### src/rtl/ps2_keyboard_pkg.sv
// Shared PS/2 receiver constants, receive FSM state encodings and the frame parity helper.
package ps2_keyboard_pkg;

   localparam logic [7:0] BREAK_CODE = 8'hF0;
   localparam logic [7:0] EXT_CODE   = 8'hE0;
   localparam logic [6:0] SEG_BLANK  = 7'h7F;

   typedef logic [1:0] rx_state_t;

   localparam rx_state_t ST_IDLE   = 2'd0;
   localparam rx_state_t ST_DATA   = 2'd1;
   localparam rx_state_t ST_PARITY = 2'd2;
   localparam rx_state_t ST_STOP   = 2'd3;

   // PS/2 frames use odd parity over the eight data bits plus the parity bit.
   function automatic logic odd_parity_ok(input logic [7:0] data, input logic parity);
      return ^{data, parity};
   endfunction

endpackage

### src/rtl/ps2_keyboard_seg7_hex.sv
// Hex digit to active-low seven-segment decoder {g,f,e,d,c,b,a}; blank when disabled.
module seg7_hex
   import ps2_keyboard_pkg::*;
(
   input  logic [3:0] value,
   input  logic       en,
   output logic [6:0] seg
);

   // Decode one nibble, forcing all segments off until the display is enabled.
   always_comb begin
      seg = SEG_BLANK;
      if (en) begin
         case (value)
            4'h0:    seg = 7'h40;
            4'h1:    seg = 7'h79;
            4'h2:    seg = 7'h24;
            4'h3:    seg = 7'h30;
            4'h4:    seg = 7'h19;
            4'h5:    seg = 7'h12;
            4'h6:    seg = 7'h02;
            4'h7:    seg = 7'h78;
            4'h8:    seg = 7'h00;
            4'h9:    seg = 7'h10;
            4'hA:    seg = 7'h08;
            4'hB:    seg = 7'h03;
            4'hC:    seg = 7'h46;
            4'hD:    seg = 7'h21;
            4'hE:    seg = 7'h06;
            4'hF:    seg = 7'h0E;
            default: seg = SEG_BLANK;
         endcase
      end else begin
         seg = SEG_BLANK;
      end
   end

endmodule

### src/rtl/ps2_keyboard.sv
// PS/2 keyboard receiver: deframes device-to-host bytes, tracks make/break state,
// counts key presses and shows the last byte on two seven-segment digits.
module ps2_keyboard
   import ps2_keyboard_pkg::*;
#(
   parameter int TIMEOUT_CYCLES = 100000,
   parameter int CNT_W          = 16
) (
   input  logic             clk,
   input  logic             resetn,
   input  logic             ps2_clk,
   input  logic             ps2_data,
   output logic [7:0]       code,
   output logic             code_valid,
   output logic             frame_err,
   output logic [7:0]       key_code,
   output logic             key_down,
   output logic [CNT_W-1:0] press_cnt,
   output logic [6:0]       seg_lo,
   output logic [6:0]       seg_hi
);

   localparam int TW = $clog2(TIMEOUT_CYCLES + 1);
   localparam logic [TW-1:0] TMO_LAST = TW'(TIMEOUT_CYCLES - 1);

   logic [1:0]       ps2_clk_sync_r;
   logic [1:0]       ps2_data_sync_r;
   logic             ps2_clk_prev_r;
   logic             fall_s;
   logic             bit_s;

   rx_state_t        state_r;
   logic [2:0]       bit_cnt_r;
   logic [7:0]       shift_r;
   logic             parity_r;
   logic [TW-1:0]    tmo_cnt_r;
   logic             break_r;
   logic             disp_en_r;
   logic [7:0]       code_r;
   logic             code_valid_r;
   logic             frame_err_r;
   logic [7:0]       key_code_r;
   logic             key_down_r;
   logic [CNT_W-1:0] press_cnt_r;

   // Two-flop synchronisers plus the previous clock sample for edge detection.
   always_ff @(posedge clk or negedge resetn) begin
      if (!resetn) begin
         ps2_clk_sync_r  <= 2'b11;
         ps2_data_sync_r <= 2'b11;
         ps2_clk_prev_r  <= 1'b1;
      end else begin
         ps2_clk_sync_r  <= {ps2_clk_sync_r[0], ps2_clk};
         ps2_data_sync_r <= {ps2_data_sync_r[0], ps2_data};
         ps2_clk_prev_r  <= ps2_clk_sync_r[1];
      end
   end

   assign fall_s = ps2_clk_prev_r & ~ps2_clk_sync_r[1];
   assign bit_s  = ps2_data_sync_r[1];

   // Receive FSM, inactivity timeout and make/break key tracking.
   always_ff @(posedge clk or negedge resetn) begin
      if (!resetn) begin
         state_r      <= ST_IDLE;
         bit_cnt_r    <= 3'd0;
         shift_r      <= 8'h00;
         parity_r     <= 1'b0;
         tmo_cnt_r    <= '0;
         break_r      <= 1'b0;
         disp_en_r    <= 1'b0;
         code_r       <= 8'h00;
         code_valid_r <= 1'b0;
         frame_err_r  <= 1'b0;
         key_code_r   <= 8'h00;
         key_down_r   <= 1'b0;
         press_cnt_r  <= '0;
      end else begin
         code_valid_r <= 1'b0;
         frame_err_r  <= 1'b0;
         if (state_r == ST_IDLE) begin
            tmo_cnt_r <= '0;
            if (fall_s && !bit_s) begin
               state_r   <= ST_DATA;
               bit_cnt_r <= 3'd0;
            end
         end else if (fall_s) begin
            tmo_cnt_r <= '0;
            case (state_r)
               ST_DATA: begin
                  shift_r   <= {bit_s, shift_r[7:1]};
                  bit_cnt_r <= bit_cnt_r + 3'd1;
                  if (bit_cnt_r == 3'd7) begin
                     state_r <= ST_PARITY;
                  end
               end
               ST_PARITY: begin
                  parity_r <= bit_s;
                  state_r  <= ST_STOP;
               end
               ST_STOP: begin
                  state_r <= ST_IDLE;
                  if (bit_s && odd_parity_ok(shift_r, parity_r)) begin
                     code_r       <= shift_r;
                     code_valid_r <= 1'b1;
                     disp_en_r    <= 1'b1;
                     if (shift_r == BREAK_CODE) begin
                        break_r <= 1'b1;
                     end else if (shift_r == EXT_CODE) begin
                        break_r <= break_r;
                     end else if (break_r) begin
                        break_r <= 1'b0;
                        if (shift_r == key_code_r) begin
                           key_down_r <= 1'b0;
                        end
                     end else if (!(key_down_r && shift_r == key_code_r)) begin
                        // Anything other than a typematic repeat of the held key is a new press.
                        key_code_r  <= shift_r;
                        key_down_r  <= 1'b1;
                        press_cnt_r <= press_cnt_r + {{(CNT_W-1){1'b0}}, 1'b1};
                     end
                  end else begin
                     frame_err_r <= 1'b1;
                  end
               end
               default: state_r <= ST_IDLE;
            endcase
         end else if (tmo_cnt_r == TMO_LAST) begin
            frame_err_r <= 1'b1;
            state_r     <= ST_IDLE;
            tmo_cnt_r   <= '0;
         end else begin
            tmo_cnt_r <= tmo_cnt_r + {{(TW-1){1'b0}}, 1'b1};
         end
      end
   end

   assign code       = code_r;
   assign code_valid = code_valid_r;
   assign frame_err  = frame_err_r;
   assign key_code   = key_code_r;
   assign key_down   = key_down_r;
   assign press_cnt  = press_cnt_r;

   seg7_hex u_seg_lo (.value(code_r[3:0]), .en(disp_en_r), .seg(seg_lo));
   seg7_hex u_seg_hi (.value(code_r[7:4]), .en(disp_en_r), .seg(seg_hi));

endmodule

### config.mk
export PLATFORM = sky130hd
export DESIGN_NAME = ps2_keyboard
export DESIGN_NICKNAME = d
export VERILOG_FILES = /design/src/rtl/ps2_keyboard_pkg.sv /design/src/rtl/ps2_keyboard_seg7_hex.sv /design/src/rtl/ps2_keyboard.sv
export SDC_FILE = /design/constraint.sdc
export NUM_CORES = 1
export LEC_CHECK = 0
export ABC_AREA = 1
export CAP_MARGIN = 20
export CORE_ASPECT_RATIO = 1.2
export CORE_MARGIN = 2
export CORE_UTILIZATION = 51
export DETAILED_ROUTE_END_ITERATION = 10
export PLACE_DENSITY = 0.77
export SYNTH_ARGS = -nofsm -noshare
export SYNTH_HDL_FRONTEND = slang
export SYNTH_SLANG_ARGS = --single-unit
### constraint.sdc
create_clock -name clk -period 1.8 [get_ports clk]
set_input_delay 0.45 -clock clk [delete_from_list [all_inputs] [get_ports clk]]
set_output_delay 0.45 -clock clk [all_outputs]
set_load 0.03 [all_outputs]
==> impl_metrics.yaml <==
synth:
  synth-seq-cells: 73
  syn_nets: 601
  ys.flop_type: "dfrtp_1"
  synthArstFlopShare_pct: 100
  synth_warnings: 0
  ys_seq_area_share_pct: 42.1
  synthDistinctLibCells: 38
  synth-edff-count: 0
  synth_area_per_cell_um2: 7.56
  syn_inst: 576
  synth_area_um2: 4360
placed_design:
  dp_slack_ns: -0.192
  dpl_cell_area_um2: 5340
  hpwl_um: 7450
  routabilityCongestion: 0.935
  portBuffers: 52
  dpl.cell_count: 766
pwr:
  p_per_area_nw_per_um2: 975
  power.static_leakage_nw: 3.10
  peakVddDrop_mv: 0.450
  total_power_w: 0.00628
sta:
  slew_headroom_pct: 75.4
  worst_pin_slew_ns: 0.366
  max_freq_mhz: 477
  final_hold_viol_count: 0
  period_minus_slack_ns: 2.10
  setup_slack_ns: -0.298
  setup_viol: 17
  whs_ns: 0.0824
  fin_skew_ns: 0.0115
  grt_setup_unrepaired: "true"
  final-max-slew-violation-count: 0
  fin_crit_sh_pct: 117
clock_tree:
  clock_sinks: 73
  clkSlewWorstSetupHoldPaths_ns: 0.08
  numCtsBuffers: 9
  cts_buffer_depth: 2
  clock_latency_ns: 0.36
  cts_tree: "done"
  h-tree-depth: 3
  cts_root_buf: "clkbuf_8"
detailed_routing:
  vias: 4529
  wl_um: 12900
  drc: 0
  antenna_left: 0
  drt_pass1_iterations: 5
  viasPerCell: 5.58
  drtIter0Drc: 393
  wl_per_cell_um: 15.9
worst_setup_path:
  startpoint_type: "flop"
  crit_path_max_fanout: 3
  crit_type: "flop to output pin"
  worst-endpoint-required_ns: 1.35
  endpoint_kind: "output pin"
  crit_arrival_ns: 1.65
finish:
  fin_area_um2: 6440
  layout-drive-gt1-share_pct: 32.2
  area_growth_syn_to_layout_pct: 47.9
  antenna_cells: 0
  instances_no_fill: 812
  fillers: 529
  finalNetCount: 718
floorplan:
  fp.dieW_um: 88.4
  die-area_um2: 9300
  num_rows: 36
  initial_core_util_pct: 53.1
  core_um2: 8200
  die_y_um: 105
  num_io_pins: 53
global_routing:
  grt_pass1_vias: 4153
  grt.total_usage_pct: 24.6
  grt_start_max_net_pins: 47
  grt_pass1_wl_um: 18300
  grt_overflow: 0
  grt_antenna_before_repair: 0
outcome:
  outcome: "finished, violations left"
  violations: "setup timing"
min_path:
  hold_class: "input pin to asynchronous set/reset pin"
job:
  drv_cap: 0
==> layout by cell type (no fill, tap or decap), drive strengths merged <==
cell,n
clkbuf,20
dfrtp,68
o22ai,1
xnor2,9
xor2,10
a31oi,4
inv,66
o311ai,2
clkinv,2
nor2,44
bufinv,2
ha,21
dfstp,5
nand2,171
nor4,3
nand3,62
buf,80
nand4,11
or3,1
o2111ai,2
clkdlybuf4s50,2
and3,1
a211oi,1
nor3,17
nand3b,2
a21oi,11
o21ai,37
dlygate4sd2,34
nor3b,4
o211ai,2
o21a,2
dlymetal6s2s,1
==> worst paths after layout <==
path | end | depth (start not counted) | from | slack [ns]
max in group asynchronous | ps2_data_sync_r[1] | 2 | resetn | 1.40
setup reg to reg | code[4] | 12 | shift_r[2] | -0.02
hold / removal | disp_en_r | 2 | resetn | 0.08
min in group clk | ps2_clk_sync_r[1] | 0 | ps2_clk_sync_r[0] | 0.36
hold reg to reg | ps2_clk_sync_r[1] | 0 | ps2_clk_sync_r[0] | 0.36
setup / recovery | seg_hi[0] | 7 | code[4] | -0.30
==> synth_stat cells, drive strengths merged (10+ instances only) <==
library cell | number | area [um2]
buf | 11 | 76.3
nor3 | 17 | 90.1
dfrtp | 68 | 1700
nor2 | 44 | 181
nand3 | 62 | 328
o21ai | 37 | 185
nand2 | 169 | 642
a21oi | 11 | 55.1
ha | 21 | 263
nand4 | 11 | 68.8
xor2 | 10 | 87.6
inv | 66 | 248
==> registers in the layout (all words and copies together), names as in the netlist, 2 cells and up <==
name / cells
tmo_cnt_r: 17
ps2_clk_sync_r: 2
shift_r: 8
code: 8
ps2_data_sync_r: 2
press_cnt: 16
key_code: 8
state_r: 2
bit_cnt_r: 3
==> worst max-delay path, cell delays in order (launching register included) <==
cell      delay (ns)
dfrtp_2         0.41
buf_6           0.13
ha_4            0.15
inv_4           0.08
nor3_4          0.04
a31oi_1         0.17
o211ai_1        0.12
buf_4           0.18
==> metrics by stage <==
step | utilization, % | setup TNS (ns)
global placement | 65.1 | -0.172
CTS | 70.4 | -3.16
finish | 78.6 | -3.07
global route | 78.6 | -6.52
detailed placement | 65.1 | -0.202
floorplan | - | -0.144
==> report_power, final <==
part	leakage, nW	total (W)	internal [W]	switching, W
sequential	0.972	0.00207	0.00184	0.000232
clock	0.111	0.00145	0.000859	0.000593
combinational	2.01	0.00276	0.00114	0.00162
total	3.10	0.00628	0.00384	0.00245
==> layer usage <==
layer / vias to the layer above / global-route usage, % / part of all wire, %
li1: 2105 / - / -
met1: 2189 / 30.4 / 38
met2: 181 / 41.5 / 52
met3: 54 / 4.39 / 5.1
met4: 0 / 10.6 / 4.1
met5: - / 0 / 0
==> area by class of cell <==
type                            instances  area [um2]  share of cell area, %
Multi-Input combinational cell        418        2670                   41.5
Sequential cell                        73        1850                   28.7
Timing Repair Buffer                  123        1280                   19.8
Inverter                               67         273                   4.23
Clock buffer                           14         163                   2.52
Tap cell                              114         143                   2.21
Clock inverter                          2        60.1                  0.932
Timing Repair inverter                  1        6.26                 0.0971
==> what timing repair did <==
item	in CTS	in global routing
setup endpoints to repair	51	55
buffers inserted	3	17
gates cloned	0	11
hold buffers	0	0
pin swaps	16	35
resized for setup	102	104
==> kinds of logic after synthesis <==
kind of cell / count (synthesis) / synth area share [%]
simple gates: 314 / 31.8
fa+ha+maj: 21 / 6.03
buf+inv: 87 / 8.33
flops: 73 / 42.1
compound gates: 62 / 7.90
xor+xnor: 19 / 3.82
No activity file was read; power rests on OpenSTA's default activity.
